<file path="config.mk">
export PLATFORM = sky130hd
export DESIGN_NAME = in_channel_arbiter_flat
export DESIGN_NICKNAME = d
export VERILOG_FILES = /design/src/rtl/in_channel_arbiter_if.sv /design/src/rtl/in_channel_arbiter.sv /design/src/flat_wrapper.sv
export SDC_FILE = /design/constraint.sdc
export NUM_CORES = 1
export LEC_CHECK = 0
export CAP_MARGIN = 10
export CORE_MARGIN = 3
export CORE_UTILIZATION = 50
export DETAILED_ROUTE_END_ITERATION = 8
export DONT_BUFFER_PORTS = 1
export GPL_TIMING_DRIVEN = 0
export PLACE_DENSITY = 0.7
export SETUP_SLACK_MARGIN = 0.05
export SKIP_LAST_GASP = 1
export SLEW_MARGIN = 10
export SYNTH_ARGS = -nofsm -noshare
export SYNTH_HDL_FRONTEND = slang
export SYNTH_SLANG_ARGS = --single-unit
</file>
<file path="constraint.sdc">
create_clock -name clock -period 5.5 [get_ports clock]
set_clock_uncertainty 0.1 [all_clocks]
set_input_delay 1.65 -clock clock [delete_from_list [all_inputs] [get_ports clock]]
set_output_delay 1.65 -clock clock [all_outputs]
set_load 0.02 [all_outputs]
</file>
<file path="src/rtl/in_channel_arbiter_if.sv">
// Handshake bundle for in_channel_arbiter: producer load port plus requester
// request/response lines. The master side drives requests and the slave side is the arbiter.
interface in_channel_arbiter_if #(
  parameter int MemoryElementWidth = 12,
  parameter int NIn                = 8,
  parameter int NReq               = 2
);
  localparam int CountWidth = $clog2(NIn + 1);

  logic                          loadValid;
  logic [MemoryElementWidth-1:0] loadData;
  logic                          loadReady;
  logic [NReq-1:0]               req;
  logic [NReq-1:0]               op;
  logic [NReq-1:0]               grant;
  logic [MemoryElementWidth-1:0] data;
  logic                          hit;
  logic [CountWidth-1:0]         count;

  modport master (
    output loadValid, loadData, req, op,
    input  loadReady, grant, data, hit, count
  );

  modport slave (
    input  loadValid, loadData, req, op,
    output loadReady, grant, data, hit, count
  );
endinterface

</file>
<file path="src/rtl/in_channel_arbiter.sv">
// Circular-buffer input channel shared by NReq requesters under round-robin
// arbitration; each grant answers either an inSize (occupancy) or an in (pop).
module in_channel_arbiter #(
  parameter int MemoryElementWidth = 12,
  parameter int NIn                = 8,
  parameter int NReq               = 2
) (
  input logic                clock,
  input logic                reset,
  in_channel_arbiter_if.slave bus
);
  localparam int CountWidth = $clog2(NIn + 1);
  localparam int PtrWidth   = (NIn > 1) ? $clog2(NIn) : 1;
  localparam int IdxWidth   = (NReq > 1) ? $clog2(NReq) : 1;

  logic [MemoryElementWidth-1:0] mem [NIn];
  logic [PtrWidth-1:0]           headR;
  logic [PtrWidth-1:0]           tailR;
  logic [CountWidth-1:0]         countR;
  logic [IdxWidth-1:0]           lastWinnerR;
  logic [NReq-1:0]               grantR;
  logic [MemoryElementWidth-1:0] dataR;
  logic                          hitR;

  logic                          anyReqS;
  logic [IdxWidth-1:0]           winnerS;
  logic                          doLoadS;
  logic                          doPopS;
  logic                          loadReadyS;
  logic [MemoryElementWidth-1:0] respDataS;

  function automatic logic [PtrWidth-1:0] nextPtr(input logic [PtrWidth-1:0] p);
    if (p == PtrWidth'(NIn - 1)) begin
      return '0;
    end else begin
      return p + PtrWidth'(1);
    end
  endfunction

  assign loadReadyS = (countR < CountWidth'(NIn));
  assign doLoadS    = bus.loadValid && loadReadyS;

  // Round-robin search starting just after the last winner
  always_comb begin
    logic [IdxWidth-1:0] idx;
    idx     = '0;
    anyReqS = 1'b0;
    winnerS = '0;
    for (int i = 0; i < NReq; i++) begin
      idx = IdxWidth'((int'(lastWinnerR) + 1 + i) % NReq);
      if (!anyReqS && bus.req[idx]) begin
        anyReqS = 1'b1;
        winnerS = idx;
      end else begin
        anyReqS = anyReqS;
      end
    end
  end

  // Response selection for the winning requester's operation
  always_comb begin
    doPopS    = 1'b0;
    respDataS = '0;
    if (anyReqS && bus.op[winnerS]) begin
      if (countR != '0) begin
        doPopS    = 1'b1;
        respDataS = mem[headR];
      end else begin
        respDataS = '0;
      end
    end else begin
      respDataS = MemoryElementWidth'(countR);
    end
  end

  // Element storage; stale contents are never read past count, so no reset is needed
  always_ff @(posedge clock) begin
    if (doLoadS) begin
      mem[tailR] <= bus.loadData;
    end
  end

  // Pointers, occupancy, arbitration history and registered response
  always_ff @(posedge clock or posedge reset) begin
    if (reset) begin
      headR       <= '0;
      tailR       <= '0;
      countR      <= '0;
      lastWinnerR <= IdxWidth'(NReq - 1);
      grantR      <= '0;
      dataR       <= '0;
      hitR        <= 1'b0;
    end else begin
      if (doLoadS) begin
        tailR <= nextPtr(tailR);
      end
      if (doPopS) begin
        headR <= nextPtr(headR);
      end
      case ({doLoadS, doPopS})
        2'b10:   countR <= countR + CountWidth'(1);
        2'b01:   countR <= countR - CountWidth'(1);
        default: countR <= countR;
      endcase
      if (anyReqS) begin
        grantR      <= NReq'(1'b1) << winnerS;
        lastWinnerR <= winnerS;
        dataR       <= respDataS;
        hitR        <= doPopS;
      end else begin
        grantR <= '0;
      end
    end
  end

  assign bus.loadReady = loadReadyS;
  assign bus.grant     = grantR;
  assign bus.data      = dataR;
  assign bus.hit       = hitR;
  assign bus.count     = countR;
endmodule

</file>
<file path="src/flat_wrapper.sv">
// flat-port wrapper written by rule: the top's interface ports become plain ports
module in_channel_arbiter_flat 
#(
  parameter int MemoryElementWidth = 12,
  parameter int NIn                = 8,
  parameter int NReq               = 2
)
  (clock, reset, bus_loadValid, bus_loadData, bus_req, bus_op, bus_loadReady, bus_grant, bus_data, bus_hit, bus_count);
  in_channel_arbiter_if #(.MemoryElementWidth(MemoryElementWidth), .NIn(NIn), .NReq(NReq)) bus_i ();
  input logic clock;
  input logic reset;
  input wire logic [$bits(bus_i.loadValid)-1:0] bus_loadValid;
  input wire logic [$bits(bus_i.loadData)-1:0] bus_loadData;
  input wire logic [$bits(bus_i.req)-1:0] bus_req;
  input wire logic [$bits(bus_i.op)-1:0] bus_op;
  output wire logic [$bits(bus_i.loadReady)-1:0] bus_loadReady;
  output wire logic [$bits(bus_i.grant)-1:0] bus_grant;
  output wire logic [$bits(bus_i.data)-1:0] bus_data;
  output wire logic [$bits(bus_i.hit)-1:0] bus_hit;
  output wire logic [$bits(bus_i.count)-1:0] bus_count;
  assign bus_i.loadValid = bus_loadValid;
  assign bus_i.loadData = bus_loadData;
  assign bus_i.req = bus_req;
  assign bus_i.op = bus_op;
  assign bus_loadReady = bus_i.loadReady;
  assign bus_grant = bus_i.grant;
  assign bus_data = bus_i.data;
  assign bus_hit = bus_i.hit;
  assign bus_count = bus_i.count;
  in_channel_arbiter #(.MemoryElementWidth(MemoryElementWidth), .NIn(NIn), .NReq(NReq)) u_core (.clock(clock), .reset(reset), .bus(bus_i));
endmodule
</file>
# Word level (Yosys, flattened, before mapping)
# Memory sizes are Yosys's and may differ from the RTL's.
# Cells that the tools add are included.
classes:
  add_sub_neg: 6
  order_cmp: 4
  eq_ne: 4
  n_shift: 1
  n_mux: 20
  reduce_logical: 6
op_table:
  columns: ["operator", "n"]
  rows:
  - ["12-bit 2-to-1 mux", 2]
  - ["1-bit 2-to-1 mux", 14]
  - ["4-bit case mux with 2 select lines", 1]
  - ["3-bit by 1-bit adder with 3-bit output (second input constant)", 2]
  - ["3-bit equality test (second input constant)", 2]
  - ["1-bit by 2-bit < comparator with 1-bit output (second input constant)", 3]
  - ["3-bit 2-to-1 mux", 2]
  - ["4-bit by 1-bit adder with 4-bit output (second input constant)", 1]
  - ["4-bit < comparator (second input constant)", 1]
  - ["4-bit nonzero test", 1]
  - ["4-bit by 1-bit subtractor with 4-bit output (second input constant)", 1]
  - ["1-bit logical AND", 3]
  - ["1-bit adder (second input constant)", 2]
  - ["2-bit by 1-bit equality test with 1-bit output (second input constant)", 1]
  - ["2-bit equality test (second input constant)", 1]
  - ["2-bit 2-to-1 mux", 1]
  - ["2-bit nonzero test", 1]
  - ["1-bit by 1-bit << shifter with 2-bit output (first input constant)", 1]
  - ["1-bit logical NOT", 1]
totals:
  register_bits: 26
  ramBits: 96
  inputBits: 19
  elab_cells: 49
  memories: 1
memory_table:
  columns: ["memory", "depth", "word_bits", "read_ports", "rd_ports_with_merged_regs", "wr", "line", "source"]
  rows:
  - ["u_core.mem", 8, 12, 1, 0, 1, "in_channel_arbiter.sv:16", "logic [MemoryElementWidth-1:0] mem [NIn];"]

# Longest topological paths before layout
depth:
  depth_word: 13
  mapped_depth: 11
  ltp_nobuf: 11

# Least setup slack after synthesis
# OpenSTA, ideal clock, no wires.
synth_path:
  path_kind: "input to register"
  start: "input port bus_req[1]"
  end: "register u_core.countR[2], in the netlist u_core.bus.count[2]"
  setup_ns: 0.130
  t_arrival_ns: 3.435
  required_time_ns: 5.270
  path_slack_ns: 1.835
  path_stages: 11
  path_cell_list: "a21boi_2 -> or3_1 -> a21o_2 -> inv_4 -> ha_1 -> xor2_1 -> ha_1 -> a21oi_1 -> xor2_1 -> nor2_1 -> xor2_1"
synth_via:
  elab_chain_len: 12
  word_cells_on_any_way: 18
  classes_between: "eq/ne: 2; mux: 12; reduce/logical: 4"
synth_lines:
  columns: ["element", "line", "source"]
  rows:
  - ["start, declared", "flat_wrapper.sv:14", "input wire logic [$bits(bus_i.req)-1:0] bus_req;"]
  - ["1-bit 2-to-1 mux (not written as such) (2 in series)", "in_channel_arbiter.sv:51", "if (!anyReqS && bus.req[idx]) begin"]
  - ["1-bit 2-to-1 mux", "in_channel_arbiter.sv:51", null]
  - ["1-bit logical NOT", "in_channel_arbiter.sv:51", null]
  - ["1-bit logical AND", "in_channel_arbiter.sv:51", null]
  - ["1-bit 2-to-1 mux", "in_channel_arbiter.sv:51", null]
  - ["1-bit 2-to-1 mux (not written as such) (2 in series)", "in_channel_arbiter.sv:64", "if (anyReqS && bus.op[winnerS]) begin"]
  - ["1-bit logical AND (*)", "in_channel_arbiter.sv:64", null]
  - ["1-bit 2-to-1 mux (*)", "in_channel_arbiter.sv:64", null]
  - ["named net u_core.doPopS", "in_channel_arbiter.sv:28", "logic doPopS;"]
  - ["2-bit by 1-bit equality test with 1-bit output / 2-bit equality test (equally long branches)", "in_channel_arbiter.sv:100", "case ({doLoadS, doPopS})"]
  - ["4-bit case mux with 2 select lines / 2-bit nonzero test (equally long branches)", null, null]
  - ["end signal, assigned", "in_channel_arbiter.sv:101", "2'b10: countR <= countR + CountWidth'(1);"]
  - ["end signal, assigned", "in_channel_arbiter.sv:102", "2'b01: countR <= countR - CountWidth'(1);"]
  - ["end signal, assigned", "in_channel_arbiter.sv:103", "default: countR <= countR;"]
  - ["end, declared", "in_channel_arbiter.sv:19", "logic [CountWidth-1:0] countR;"]
# The timed path passes the listed nets; every way through them passes the cells marked *. The select of a mux whose other input is x is not followed.
# A chain may end at the register's enable or synchronous reset.

# Worst setup path after layout
# Ends and elaborated chain as after synthesis.

==> impl_metrics.sql <==
INSERT INTO impl_metrics (metric_group, metric, value, unit) VALUES
('yosys', 'synth_seq_cells', '122', ''),
('cells_and_area', 'layout.cells.non_filler', '424', ''),
('pwr', 'vdd.ir_drop.worst', '0.2878', 'mV'),
('clock_network', 'cts_hold_buffers', '0', ''),
('clock_network', 'clkLatencyLatePin', '0.51', 'ns'),
('drt', 'wl_met3', '636', 'um'),
('timing', 'hold_viol_final', '0', ''),
('yosys', 'post_synth.cell_area_avg', '18.85', 'um^2'),
('drt', 'dr.pass1.iters', '4', ''),
('yosys', 'netlist.area_leader.share', '59.74', '%'),
('yosys', 'synth-edff-count', '96', ''),
('yosys', 'syn-instance-count', '256', ''),
('clock_network', 'ctsRootBufferMaster', 'clkbuf_8', ''),
('yosys', 'synth.lib_cells_used.distinct', '37', ''),
('floorplan', 'floorplan.io_pins', '39', ''),
('pwr', 'power_density', '544.7', 'mW/mm^2'),
('drt', 'wl_met2', '4609', 'um'),
('yosys', 'synthesis.yosys.warnings', '0', ''),
('global_routing', 'grt_pass1_vias', '2482', ''),
('critical_path', 'crit_chain', 'a21boi_2, or3_1, a21o_2, inv_4, ha_1, xor2_1, ha_1, a21oi_1, xor2_1, nor2_1, xor2_1', ''),
('clock_network', 'cts_tree', 'yes', ''),
('yosys', 'synth_sequential_area_ratio', '73.24', '%'),
('drt', 'route.detailed.vias_per_inst', '5.590', ''),
('hold_path', 'timing.hold.worst.start', 'u_core.lastWinnerR$_DFFE_PP1P_', ''),
('global_routing', 'gr-usage-all-layers', '18.37', '%'),
('placed_design', 'placedCellCount', '391', ''),
('clock_network', 'clkSlewWorstSetupHoldPaths', '0.06', 'ns'),
('global_routing', 'grt_max_degree', '27', ''),
('cells_and_area', 'final_core_util', '60.55', '%'),
('timing', 'max_slew.worst_pin.slew', '0.8300', 'ns'),
('global_routing', 'grt_overflow_total', '0', ''),
('outcome', 'run_status', 'finished, final reports clean', ''),
('yosys', 'postSynth.asyncResetShare', '21.31', '%'),
('timing', 'setup_repair_after_global_routing_missed_its_margin', 'no', ''),
('placed_design', 'place_congestion', '0.6911', ''),
('clock_network', 'postCtsSetupBuffers', '0', ''),
('cells_and_area', 'fillers', '676', ''),
('clock_network', 'cts_max_path_buffers', '2', ''),
('critical_path', 'critical_path.n_buffers_inverters', '1', ''),
('floorplan', 'die_w', '104.2', 'um'),
('placed_design', 'placement.io_buffers', '0', ''),
('clock_network', 'postCtsResizedCells', '0', ''),
('critical_path', 'worst_setup_path_end_kind', 'register', ''),
('critical_path', 'slowest_delay', '0.36', 'ns'),
('drt', 'drt-total-wl', '9199', 'um'),
('critical_path', 'worst_ep_arrival_time', '3.58', 'ns'),
('yosys', 'area_of_the_mapped_netlist', '0.004826', 'mm^2'),
('timing', 'highest_attainable_clock_frequency', '303.8', 'MHz'),
('floorplan', 'rows', '35', ''),
('floorplan', 'core_area', '0.009328', 'mm^2'),
('critical_path', 'timing_worst_setup_path_type', 'in2reg', ''),
('timing', 'post-route-min-period', '3.292', 'ns'),
('pwr', 'p_clk_share', '32.2', '%'),
('clock_network', 'clock_h_tree_levels', '4', ''),
('floorplan', 'die_y', '104.2', 'um'),
('timing', 'setup_violations', '0', ''),
('pwr', 'p_leak', '2.001', 'nW'),
('yosys', 'top_cells_by_area_in_the_synthesized_netlist', 'edfxtp_1 (60%), dfrtp_1 (13%), mux4_2 (11%)', ''),
('yosys', 'ys.flop_type', 'edfxtp_1', ''),
('yosys', 'postSynthNetCount', '282', ''),
('critical_path', 'top_cell_by_count_worst_path', 'xor2_1', ''),
('hold_path', 'hold_class', 'reg2reg', ''),
('clock_network', 'cts-buffers-inserted', '17', ''),
('floorplan', 'floorplan.initialDensity', '51.74', '%'),
('global_routing', 'grt_first_pass_wirelength', '14280', 'um'),
('critical_path', 'critPathLaunchType', 'input pin', ''),
('timing', 'final_max_slew_viol_count', '0', ''),
('timing', 'fin_tns_setup', '0', 'ns'),
('yosys', 'yosys.area.top_type', 'edfxtp_1', ''),
('cells_and_area', 'synth_to_final_area_change', '17.03', '%'),
('clock_network', 'cts.sink_count', '122', '');
## final cells by class
| cell class | instances | area, um^2 | area share (%) |
|---|---|---|---|
| buffer | 12 | 67.56 | 1.196 |
| sequential | 122 | 3535 | 62.58 |
| inverter | 5 | 21.27 | 0.3766 |
| tap | 129 | 161.4 | 2.858 |
| timing repair buffer | 7 | 91.34 | 1.617 |
| multi-input combinational | 117 | 1236 | 21.89 |
| clock inverter | 12 | 100.1 | 1.772 |
| clock buffer | 20 | 435.4 | 7.709 |
## cell usage in the layout, fill, tap and decap left out, drive strengths merged, types with 3 or more instances in the layout
master	count
a21o	3
edfxtp	96
xor2	3
clkbuf	25
nor2	8
o21ai	13
mux4	24
ha	7
clkinv	7
mux2	6
inv	6
nor3	6
a22oi	4
nand2	14
clkinvlp	3
buf	14
dfrtp	25
mux2i	12
## through the flow
step	setup slack [ns]	power, mW	area, um^2
finish	2.208	3.076	5648
global route	2.116	3.235	5648
global placement	0.7856	2.061	4987
floorplan	1.835	1.894	4826
CTS	2.215	3.115	5620
detailed placement	1.668	2.116	5085
## state kept, by name, indices dropped and copies added (netlist names)
| register | count |
|---|---|
| u_core.bus.count | 4 |
| u_core.bus.data | 12 |
| u_core.lastWinnerR | 1 |
| u_core.bus.hit | 1 |
| u_core.tailR | 3 |
| u_core.mem | 96 |
| u_core.headR | 3 |
| u_core.bus.grant | 2 |
## tightest hold or removal path, cell delays in order, from the launching register on
cell and delay [ns]:
dfstp_2 0.38, nor2_1 0.09, a21oi_1 0.05
## kinds of logic (layout without fill, tap and decap cells)
group | count (synthesis) | after routing | share of synthesized area [%]
AOI/OAI and AO/OA | 25 | 25 | 3.241
xor gates and xnor gates | 5 | 5 | 0.9076
adders and majority gates | 7 | 7 | 1.815
buffers and inverters | 17 | 56 | 1.840
DFF | 122 | 122 | 73.24
muxes | 42 | 42 | 15.32
and+or+nand+nor | 38 | 38 | 3.630
## power by group through the flow
| stage | Sequential [mW] | Combinational (mW) | Clock (mW) |
|---|---|---|---|
| after floorplan | 1.31 | 0.585 | 0 |
| final | 1.33 | 0.758 | 0.992 |
| after detailed placement | 1.35 | 0.770 | 0 |
| after global routing | 1.35 | 0.833 | 1.06 |
| after global placement | 1.34 | 0.725 | 0 |
| after CTS | 1.33 | 0.772 | 1.01 |
## Yosys cell counts (3+ instances only)
cell	count
xor2_1	3
edfxtp_1	96
ha_1	7
mux2_4	3
clkbuf_1	4
mux2i_1	12
o21ai_1	9
mux2_2	3
nand2_1	14
o21ai_0	4
buf_4	3
mux4_2	24
inv_1	4
dfrtp_1	25
a22oi_1	4
nor2_1	8
nor3_1	6
## path summary, 6_finish.rpt
| kind | endpoint | slack, ns | depth (start not counted) |
|---|---|---|---|
| worst max-delay path | u_core.bus.count[2]$_DFFE_PP0P_ | 2.21 | 11 |
| worst min-delay path | u_core.lastWinnerR$_DFFE_PP1P_ | 0.43 | 2 |
| worst max register to register | u_core.bus.count[2]$_DFFE_PP0P_ | 2.84 | 11 |
| worst min register to register | u_core.lastWinnerR$_DFFE_PP1P_ | 0.43 | 2 |
| max in group asynchronous | u_core.lastWinnerR$_DFFE_PP1P_ | 3.89 | 2 |
| min in group asynchronous | u_core.bus.data[11]$_DFFE_PP0P_ | 0.90 | 1 |
## metal layers
layer  vias up  GRT usage [%]
li1       1062              -
met1      1214          22.74
met2        82          28.92
met3        12          7.387
met4         0          7.692
met5         -              0
Note: power is estimated with default switching activity, not from simulation.
